$ cat config.mk
export PLATFORM = sky130hd
export DESIGN_NAME = mux_scan_seq
export DESIGN_NICKNAME = d
export VERILOG_FILES = /design/src/rtl/mux_scan_pkg.sv /design/src/rtl/mux_scan_seq.sv
export SDC_FILE = /design/constraint.sdc
export NUM_CORES = 1
export LEC_CHECK = 0
export BUFFER_PORTS_ARGS = -buffer_cell sky130_fd_sc_hd__buf_2
export CAP_MARGIN = 20
export CORE_UTILIZATION = 42
export DETAILED_ROUTE_END_ITERATION = 6
export PLACE_DENSITY = 0.71
export SLEW_MARGIN = 20
export SYNTH_ARGS = -nofsm -noshare
export SYNTH_HDL_FRONTEND = slang
export SYNTH_SLANG_ARGS = --single-unit
$ cat constraint.sdc
create_clock -name clk -period 0.98 [get_ports clk]
set_input_delay 0.049 -clock clk [delete_from_list [all_inputs] [get_ports clk]]
set_output_delay 0.049 -clock clk [all_outputs]
set_load 0.01 [all_outputs]
$ cat src/rtl/mux_scan_pkg.sv
// Shared types and constants for the mux scan sequencer.
package mux_scan_pkg;

  // Default number of muxer inputs / scanned word width.
  localparam int MUX_SCAN_WIDTH = 4;

  // Sequencer states.
  typedef enum logic [1:0] {
    IDLE = 2'b00,
    SCAN = 2'b01,
    DONE = 2'b10
  } scan_state_t;

endpackage

$ cat src/rtl/mux_scan_seq.sv
// Sequencer that drives an external WIDTH:1 muxer and consumes its output.
// A start request latches a word onto the muxer inputs. The block then walks
// the select through every input, one per clock, and registers each muxer
// output bit. The bits come out serially and as a reassembled parallel word.
//
// Optional build macro: SCAN_CHECK_EN adds the err port and the compare of
// the reassembled word against the latched word.
//
// state | meaning
// ------+-----------------------------------------------------------------
// IDLE  | waiting for start; mux_sel held at 0
// SCAN  | select = cnt, one muxer input sampled per clock
// DONE  | one-cycle completion pulse, rx_word complete
module mux_scan_seq
  import mux_scan_pkg::*;
#(
  parameter  int WIDTH = MUX_SCAN_WIDTH,
  localparam int SEL_W = $clog2(WIDTH)
) (
  input  logic             clk,
  input  logic             rst,
  input  logic             start,
  input  logic [WIDTH-1:0] data_in,
  output logic [WIDTH-1:0] mux_in,
  output logic [SEL_W-1:0] mux_sel,
  input  logic             mux_q,
  output logic             ser_out,
  output logic             ser_valid,
  output logic [WIDTH-1:0] rx_word,
  output logic             busy,
  output logic             done
`ifdef SCAN_CHECK_EN
  ,output logic            err
`endif
);

  scan_state_t      state;
  logic [SEL_W-1:0] cnt;
  logic             last_sel;
  logic             accept;

  assign last_sel = (cnt == SEL_W'(WIDTH - 1));
  assign accept   = (state == IDLE) && start;

  // State register: IDLE -> SCAN on start, SCAN -> DONE after the last select,
  // DONE always falls back to IDLE.
  always_ff @(posedge clk) begin
    if (rst) begin
      state <= IDLE;
    end else begin
      case (state)
        IDLE:    if (start) state <= SCAN;
        SCAN:    if (last_sel) state <= DONE;
        DONE:    state <= IDLE;
        default: state <= IDLE;
      endcase
    end
  end

  // Word latch, select counter and capture path. mux_q is only ever
  // registered, so a glitching muxer cannot reach ser_out between edges.
  // cnt wraps to 0 after the last select; by then the state has left SCAN.
  always_ff @(posedge clk) begin
    if (rst) begin
      mux_in    <= '0;
      cnt       <= '0;
      rx_word   <= '0;
      ser_out   <= 1'b0;
      ser_valid <= 1'b0;
    end else begin
      ser_valid <= 1'b0;
      if (accept) begin
        mux_in  <= data_in;
        cnt     <= '0;
        rx_word <= '0;
      end else if (state == SCAN) begin
        ser_out      <= mux_q;
        ser_valid    <= 1'b1;
        rx_word[cnt] <= mux_q;
        cnt          <= cnt + SEL_W'(1);
      end
    end
  end

`ifdef SCAN_CHECK_EN
  // Compare the fully assembled word once it is stable in DONE; the flag is
  // held until the next accepted start.
  always_ff @(posedge clk) begin
    if (rst) begin
      err <= 1'b0;
    end else if (accept) begin
      err <= 1'b0;
    end else if (state == DONE) begin
      err <= (rx_word != mux_in);
    end
  end
`endif

  assign busy    = (state == SCAN);
  assign done    = (state == DONE);
  assign mux_sel = busy ? cnt : '0;

endmodule

==> summary.json, run 1 <==
{
  "grt_start_max_net_pins": {"value": 10},
  "grt.total_usage": {"value": 0.187},
  "vdd.ir_drop.worst": {"value": 1180, "unit": "µV"},
  "grt_antenna_before_repair": {"value": 0},
  "postSynthNetCount": {"value": 78},
  "avgViaCountPerCell": {"value": 4.90},
  "maxSlewViolCount": {"value": 0},
  "drc": {"value": 0},
  "violations": {"value": "setup timing"},
  "hold_path_start": {"value": "data_in[1]"},
  "synthesis.area_per_instance": {"value": 9.71, "unit": "µm²"},
  "crit_share_post_route": {"value": 1.19},
  "synth.largest_area_cell": {"value": "dfxtp_1"},
  "synth.top_cells.by_area": {"value": "dfxtp_1 44%, ha_1 7.8%, mux2i_1 7.8%"},
  "dr_total_vias": {"value": 598},
  "max_freq": {"value": 860, "unit": "MHz"},
  "status": {"value": "complete, but fails checks"},
  "nets": {"value": 120},
  "end_kind": {"value": "output pin"},
  "grt_setup_unrepaired": {"value": "yes"},
  "dr.first_iter.drc_count": {"value": 5},
  "routed_wl": {"value": 1550, "unit": "µm"},
  "netlist_instances": {"value": 66},
  "tightestPinTransition": {"value": 0.219, "unit": "ns"},
  "timing.critical_path.slowest_cell_delay": {"value": 0.36, "unit": "ns"},
  "synth-warning-count": {"value": 0},
  "aggregate_negative_setup_slack": {"value": -1.89, "unit": "ns"},
  "report.final.hold_viol_count": {"value": 0},
  "layout-drive-gt1-share": {"value": 0.626},
  "dieArea": {"value": 1690, "unit": "µm²"},
  "maxCapViolations": {"value": 0},
  "fin_crit": {"value": 1.16, "unit": "ns"},
  "place.port_buffers": {"value": 21},
  "via_count_of_the_first_global_routing_pass": {"value": 469},
  "p_leak": {"value": 0.467, "unit": "nW"},
  "clock_transition_at_the_registers_of_the_reported_paths": {"value": 0.09, "unit": "ns"},
  "ys_types": {"value": 20},
  "postCtsHoldBufs": {"value": 0},
  "setup_slack": {"value": -0.182, "unit": "ns"},
  "timing.clock.skew": {"value": 0.000368, "unit": "ns"},
  "cp_cell_sequence": {"value": "nand2b_4 > buf_6 > nor2_4 > buf_6"},
  "yosys_register_bits": {"value": 14},
  "critical_path.n_buffers_inverters": {"value": 2},
  "setup.worst_path.start_class": {"value": "register"},
  "synthesis.area": {"value": 641, "unit": "µm²"},
  "slew_headroom": {"value": 0.854},
  "timing.hold.worst.class": {"value": "input port to register"},
  "drt-pass1-iter-count": {"value": 4},
  "synth.top_cell.area_share": {"value": 0.437},
  "hpwlAfterDp": {"value": 965, "unit": "µm"},
  "worstPathArrival": {"value": 1.11, "unit": "ns"},
  "post_drt_wl_per_cell": {"value": 12.7, "unit": "µm"},
  "cellPowerDensity": {"value": 1240, "unit": "nW/µm²"},
  "clkSinkCount": {"value": 14},
  "core_area": {"value": 1370, "unit": "µm²"},
  "worst_r2r_startpoint": {"value": "state[0]$_SDFFE_PP0P_"},
  "cpMostUsedCell": {"value": "buf_6"},
  "clock_tree.root_cell": {"value": "clkbuf_4"},
  "crit_family": {"value": "flip-flops"},
  "floorplan.initialDensity": {"value": 0.469},
  "worstSetupStartpoint": {"value": "state[1]$_SDFFE_PP0P_"},
  "worst-r2r-setup-slack": {"value": -0.14, "unit": "ns"},
  "drt.antenna.violating_nets": {"value": 0},
  "worst-setup-path-type": {"value": "register to output pin"},
  "critPathRequiredTime": {"value": 0.93, "unit": "ns"},
  "fp.dieH": {"value": 41.1, "unit": "µm"},
  "area.growth.synth_to_final": {"value": 63.1, "unit": "%"},
  "clock_insertion_delay_worst_skew": {"value": 0.27, "unit": "ns"},
  "tritoncts_clock_tree": {"value": "built"},
  "worstPathMaxFanout": {"value": 3},
  "place_congestion": {"value": 0.768},
  "hold_slack": {"value": 0.00262, "unit": "ns"},
  "top_level_ports": {"value": 22},
  "grt_first_pass_wirelength": {"value": 1940, "unit": "µm"},
  "number_of_standard_cell_rows_in_the_floorplan": {"value": 13},
  "ctsHtreeMaxLevel": {"value": 1},
  "die_width": {"value": 41.1, "unit": "µm"},
  "synth-seq-area-share": {"value": 0.437},
  "setup_viol": {"value": 15},
  "place_ws": {"value": -0.108, "unit": "ns"},
  "slowest_stage": {"value": "dfxtp_4"},
  "cts-root-to-sink-buffers": {"value": 2},
  "antennaDiodeCount": {"value": 0},
  "cts_made_buffers": {"value": 3},
  "globalRoute.totalOverflow": {"value": 0},
  "final_core_utilization": {"value": 0.765}
}
==> repair_timing <==
item | in CTS | in global routing
buffers inserted | 5 | 4
pin swaps | 5 | 6
endpoints found under the hold margin | 0 | 0
resized for setup | 14 | 20
endpoints found under the setup margin | 15 | 17
==> cells in the mapped netlist (all sizes together) <==
cell	count
a21oi	6
nor2b	1
nor2	8
mux2i	5
nor3	2
buf	3
inv	6
or2	1
dfxtp	14
nor3b	1
nand2	4
nand3	4
bufinv	1
o21ai	4
xnor2	1
ha	4
nand2b	1
==> tightest hold or removal path, stage by stage <==
cell and delay (ns):
buf_2 0.07, mux2i_1 0.05, nor2_1 0.07
==> cell usage in the layout, fill, tap and decap left out, types with 2 or more instances in the layout <==
cell	n
o21ai_4	2
buf_6	8
nand3_1	4
clkbuf_4	3
inv_1	5
dfxtp_1	10
nor2_4	2
o21ai_2	2
buf_4	13
buf_2	18
dfxtp_4	2
nand2_1	3
mux2i_1	5
nor2_1	5
dfxtp_2	2
a21oi_2	5
ha_1	3
==> metal layers <==
metal | part of all wire | track usage
met5 | 0 | 0
met4 | 0.0084 | 0.0750
met3 | 0.032 | 0.0815
met2 | 0.53 | 0.320
met1 | 0.43 | 0.198
==> state kept, by name, summed over array words and instances (netlist names) <==
| signal | flops |
|---|---|
| rx_word | 4 |
| ser_out | 1 |
| cnt | 2 |
| state | 2 |
| mux_in | 4 |
| ser_valid | 1 |
==> cell type report <==
class / instances / area [µm²]
Inverter: 7 / 36.3
Tap cell: 15 / 18.8
Fill cell: 83 / 322
Clock buffer: 4 / 36.3
Timing Repair Buffer: 40 / 298
Multi-Input combinational cell: 42 / 365
Sequential cell: 14 / 290
==> metrics by stage <==
step	cell area, µm²	cells	power (mW)
2_1_floorplan	643	66	0.737
6_report	1040	122	1.29
3_5_place_dp	827	109	0.823
3_3_place_gp	827	109	0.818
4_1_cts	926	118	1.26
5_1_grt	1040	122	1.35
==> logic make-up (layout without fill, tap and decap cells) <==
logic type / count (synthesis) / count (layout) / synth area share
mux: 5 / 5 / 0.0781
fa+ha+maj: 4 / 4 / 0.0781
buf+inv: 10 / 51 / 0.105
simple gates: 22 / 22 / 0.180
xor+xnor: 1 / 1 / 0.0137
flops: 14 / 14 / 0.438
compound gates: 10 / 10 / 0.107
==> power by group <==
part / internal [mW] / total, mW / switching, mW
Clock: 0.226 / 0.414 / 0.188
Sequential: 0.590 / 0.608 / 0.0183
Combinational: 0.141 / 0.269 / 0.128
==> worst paths after layout <==
check | to | cells after the start
worst max-delay path | mux_sel[0] | 4
worst min-delay path | mux_in[1]$_SDFFE_PP0P_ | 3
worst max register to register | mux_in[3]$_SDFFE_PP0P_ | 4
worst min register to register | ser_out$_SDFFE_PP0P_ | 2
Power figures use the tool's default switching activity.
==> run 2, diff against run 1 <==
==> constraint.sdc (replaced) <==
create_clock -name clk -period 0.98 [get_ports clk]
set_input_delay 0.098 -clock clk [delete_from_list [all_inputs] [get_ports clk]]
set_output_delay 0.098 -clock clk [all_outputs]
set_load 0.01 [all_outputs]
==> run 2 against run 1 <==
The run still ends with setup timing left. Fmax down 3.1%. Sequential share of layout area increased by 1.9 points. Clock-buffer cell count unchanged. Via count fell by 4.7%. First-iteration DRC count rose by 120%. Non-clock buffer count decreased by 5. Largest cell class unchanged. Largest power group unchanged.
==> summary.json, run 2 (synthesis results as in run 1) <==
{
  "worstPathArrival": {"value": 1.10, "unit": "ns", "change": "about the same"},
  "hpwlAfterDp": {"value": 965, "unit": "µm", "change": "unchanged"},
  "layout-drive-gt1-share": {"value": 0.578, "change": "-0.0477"},
  "vdd.ir_drop.worst": {"value": 1220, "unit": "µV", "change": "+3.5%"},
  "hold-path-cell-count": {"value": 3, "change": "unchanged"},
  "postCtsHoldBufs": {"value": 0, "change": "unchanged"},
  "postPlaceCellArea": {"value": 827, "unit": "µm²", "change": "unchanged"},
  "grt_first_pass_wirelength": {"value": 2010, "unit": "µm", "change": "+3.6%"},
  "setup.worst_path.start_class": {"value": "register"},
  "nets": {"value": 115, "change": "-4.2%"},
  "maxCapViolations": {"value": 0, "change": "unchanged"},
  "fp.dieH": {"value": 41.1, "unit": "µm", "change": "unchanged"},
  "number_of_standard_cell_rows_in_the_floorplan": {"value": 13, "change": "unchanged"},
  "min_delay_worst_endpoint": {"value": "mux_in[1]$_SDFFE_PP0P_"},
  "cp_cell_sequence": {"value": "nand2b_4 > buf_6 > nor2_2 > buf_2"},
  "clock_transition_at_the_registers_of_the_reported_paths": {"value": 0.09, "unit": "ns", "change": "about the same"},
  "area.growth.synth_to_final": {"value": 51.4, "unit": "%"},
  "clkSinkCount": {"value": 14, "change": "unchanged"},
  "grt_setup_unrepaired": {"value": "yes"},
  "drt-pass1-iter-count": {"value": 4, "change": "unchanged"},
  "worstReg2RegEnd": {"value": "mux_in[3]$_SDFFE_PP0P_"},
  "avgViaCountPerCell": {"value": 4.87, "change": "-0.61%"},
  "violations": {"value": "setup timing"},
  "dr_total_vias": {"value": 570, "change": "-4.7%"},
  "slew_headroom": {"value": 0.849, "change": "-0.00518"},
  "via_count_of_the_first_global_routing_pass": {"value": 488, "change": "+4.1%"},
  "grt.total_usage": {"value": 0.189, "change": "+0.00225"},
  "timing.hold.worst.class": {"value": "input port to register"},
  "die_width": {"value": 41.1, "unit": "µm", "change": "unchanged"},
  "final_design_area_no_fill": {"value": 970, "unit": "µm²", "change": "-7.2%"},
  "tritoncts_clock_tree": {"value": "built"},
  "design_power_total": {"value": 1.27, "unit": "mW", "change": "-1.3%"},
  "grt_start_max_net_pins": {"value": 10, "change": "unchanged"},
  "ctsHtreeMaxLevel": {"value": 1, "change": "unchanged"},
  "dieArea": {"value": 1690, "unit": "µm²", "change": "unchanged"},
  "worst_r2r_startpoint": {"value": "state[1]$_SDFFE_PP0P_"},
  "setup_viol": {"value": 16, "change": "+1"},
  "clock_insertion_delay_worst_skew": {"value": 0.28, "unit": "ns", "change": "about the same"},
  "setup_slack": {"value": -0.220, "unit": "ns", "change": "-0.0372 ns"},
  "routed_wl": {"value": 1380, "unit": "µm", "change": "-11%"},
  "globalRoute.totalOverflow": {"value": 0, "change": "unchanged"},
  "core_area": {"value": 1370, "unit": "µm²", "change": "unchanged"},
  "worstSetupStartpoint": {"value": "state[1]$_SDFFE_PP0P_"},
  "report.final.hold_viol_count": {"value": 0, "change": "unchanged"},
  "cts_made_buffers": {"value": 3, "change": "unchanged"},
  "floorplan.initialDensity": {"value": 0.469, "change": "unchanged"},
  "timing.critical_path.slowest_cell_delay": {"value": 0.35, "unit": "ns", "change": "about the same"},
  "drt.antenna.violating_nets": {"value": 0, "change": "unchanged"},
  "final_common_cell": {"value": "buf_2"},
  "p_leak": {"value": 0.444, "unit": "nW", "change": "-4.9%"},
  "crit_family": {"value": "flip-flops"},
  "critical_path.n_buffers_inverters": {"value": 2, "change": "unchanged"},
  "mostFrequentLayoutCells": {"value": "19 x buf_2, 10 x dfxtp_1, 9 x buf_4, 6 x inv_1, 6 x a21oi_2"},
  "cellPowerDensity": {"value": 1310, "unit": "nW/µm²", "change": "+6.3%"},
  "worst-r2r-setup-slack": {"value": -0.22, "unit": "ns", "change": "-0.08 ns"},
  "top_level_ports": {"value": 22, "change": "unchanged"},
  "critPathRequiredTime": {"value": 0.88, "unit": "ns", "change": "-0.05 ns"},
  "fin_crit": {"value": 1.20, "unit": "ns", "change": "+0.0372 ns"},
  "tightestPinTransition": {"value": 0.227, "unit": "ns", "change": "+0.00777 ns"},
  "drc": {"value": 0, "change": "unchanged"},
  "antennaDiodeCount": {"value": 0, "change": "unchanged"},
  "grt_antenna_before_repair": {"value": 0, "change": "unchanged"},
  "slowest_stage": {"value": "dfxtp_4"},
  "place.port_buffers": {"value": 21, "change": "unchanged"},
  "crit_share_post_route": {"value": 1.22, "change": "+0.0379"},
  "maxSlewViolCount": {"value": 0, "change": "unchanged"},
  "cts-root-to-sink-buffers": {"value": 2, "change": "unchanged"},
  "worstPathMaxFanout": {"value": 3, "change": "unchanged"},
  "top_regs": {"value": "mux_in (4), rx_word (4)"},
  "hold_path_start": {"value": "data_in[1]"},
  "post_drt_wl_per_cell": {"value": 11.8, "unit": "µm", "change": "-7.3%"},
  "timing.clock.skew": {"value": 0.00115, "unit": "ns", "change": "+0.000780 ns"},
  "place_congestion": {"value": 0.768, "change": "unchanged"},
  "reg2reg_depth": {"value": 5, "change": "+1"},
  "end_kind": {"value": "output pin"},
  "dr.first_iter.drc_count": {"value": 11, "change": "+6"},
  "status": {"value": "complete, but fails checks"},
  "clock_tree.root_cell": {"value": "clkbuf_4"},
  "max_freq": {"value": 834, "unit": "MHz", "change": "-3.1%"},
  "worst-setup-path-type": {"value": "register to output pin"}
}
run 2: changes by cell type in the layout (fill, tap and decap cells not counted), moves of 2 or more:
cell / before / now
o21ai_1: 0 / 2
buf_4: 13 / 9
buf_6: 8 / 5
o21ai_0: 0 / 2
o21ai_2: 2 / 0
o21ai_4: 2 / 0
run 2: metrics by stage:
stage                      util  cells  setup slack (ns)  TNS, ns  hold slack (ns)
after CTS                 0.684    117            -0.239    -2.68           0.0528
after global placement    0.605    109           -0.0841   -0.689            0.333
after detailed placement  0.605    109            -0.108   -0.971            0.345
after global routing      0.710    117            -0.281    -3.50           0.0622
final                     0.710    117            -0.220    -2.66           0.0488
after floorplan               -     66           -0.0678   -0.401            0.231
run 2: worst min-delay path, cell delays in order:
cell and delay, ns:
buf_2 0.07, mux2i_1 0.05, nor2_1 0.07
run 2: repair_timing:
| action | in CTS | in global routing |
|---|---|---|
| pin swaps | 6 | 2 |
| setup endpoints to repair | 16 | 17 |
| gates resized for setup | 14 | 10 |
| setup buffers | 5 | 0 |
run 2: worst max-delay path by stage:
stage	end	slack, ns	cells after the start
after floorplan	cnt[0]$_SDFFE_PP0N_	-0.07	4
after global placement	rx_word[2]$_SDFFE_PP0P_	-0.08	4
after detailed placement	mux_in[3]$_SDFFE_PP0P_	-0.11	4
after CTS	mux_sel[0]	-0.24	4
after global routing	mux_in[3]$_SDFFE_PP0P_	-0.28	5
final	mux_sel[0]	-0.22	4
run 2: cell type report:
class	count	area, µm²
Timing Repair Buffer	35	254
Tap cell	15	18.8
Multi-Input combinational cell	42	339
Fill cell	109	397
Inverter	7	33.8
Sequential cell	14	288
Clock buffer	4	36.3
run 2: layer usage:
layer / routed length (µm) / global-route usage / vias up
li1: - / - / 287
met1: 615 / 0.205 / 266
met2: 690 / 0.320 / 15
met3: 57 / 0.0815 / 2
met4: 13 / 0.0750 / 0
met5: 0 / 0 / -
run 2: power breakdown:
part           total, mW  leakage (nW)  internal, mW  switching (mW)
Sequential         0.609         0.116         0.591          0.0180
Combinational      0.249         0.307         0.131           0.118
Clock              0.416        0.0210         0.226           0.190
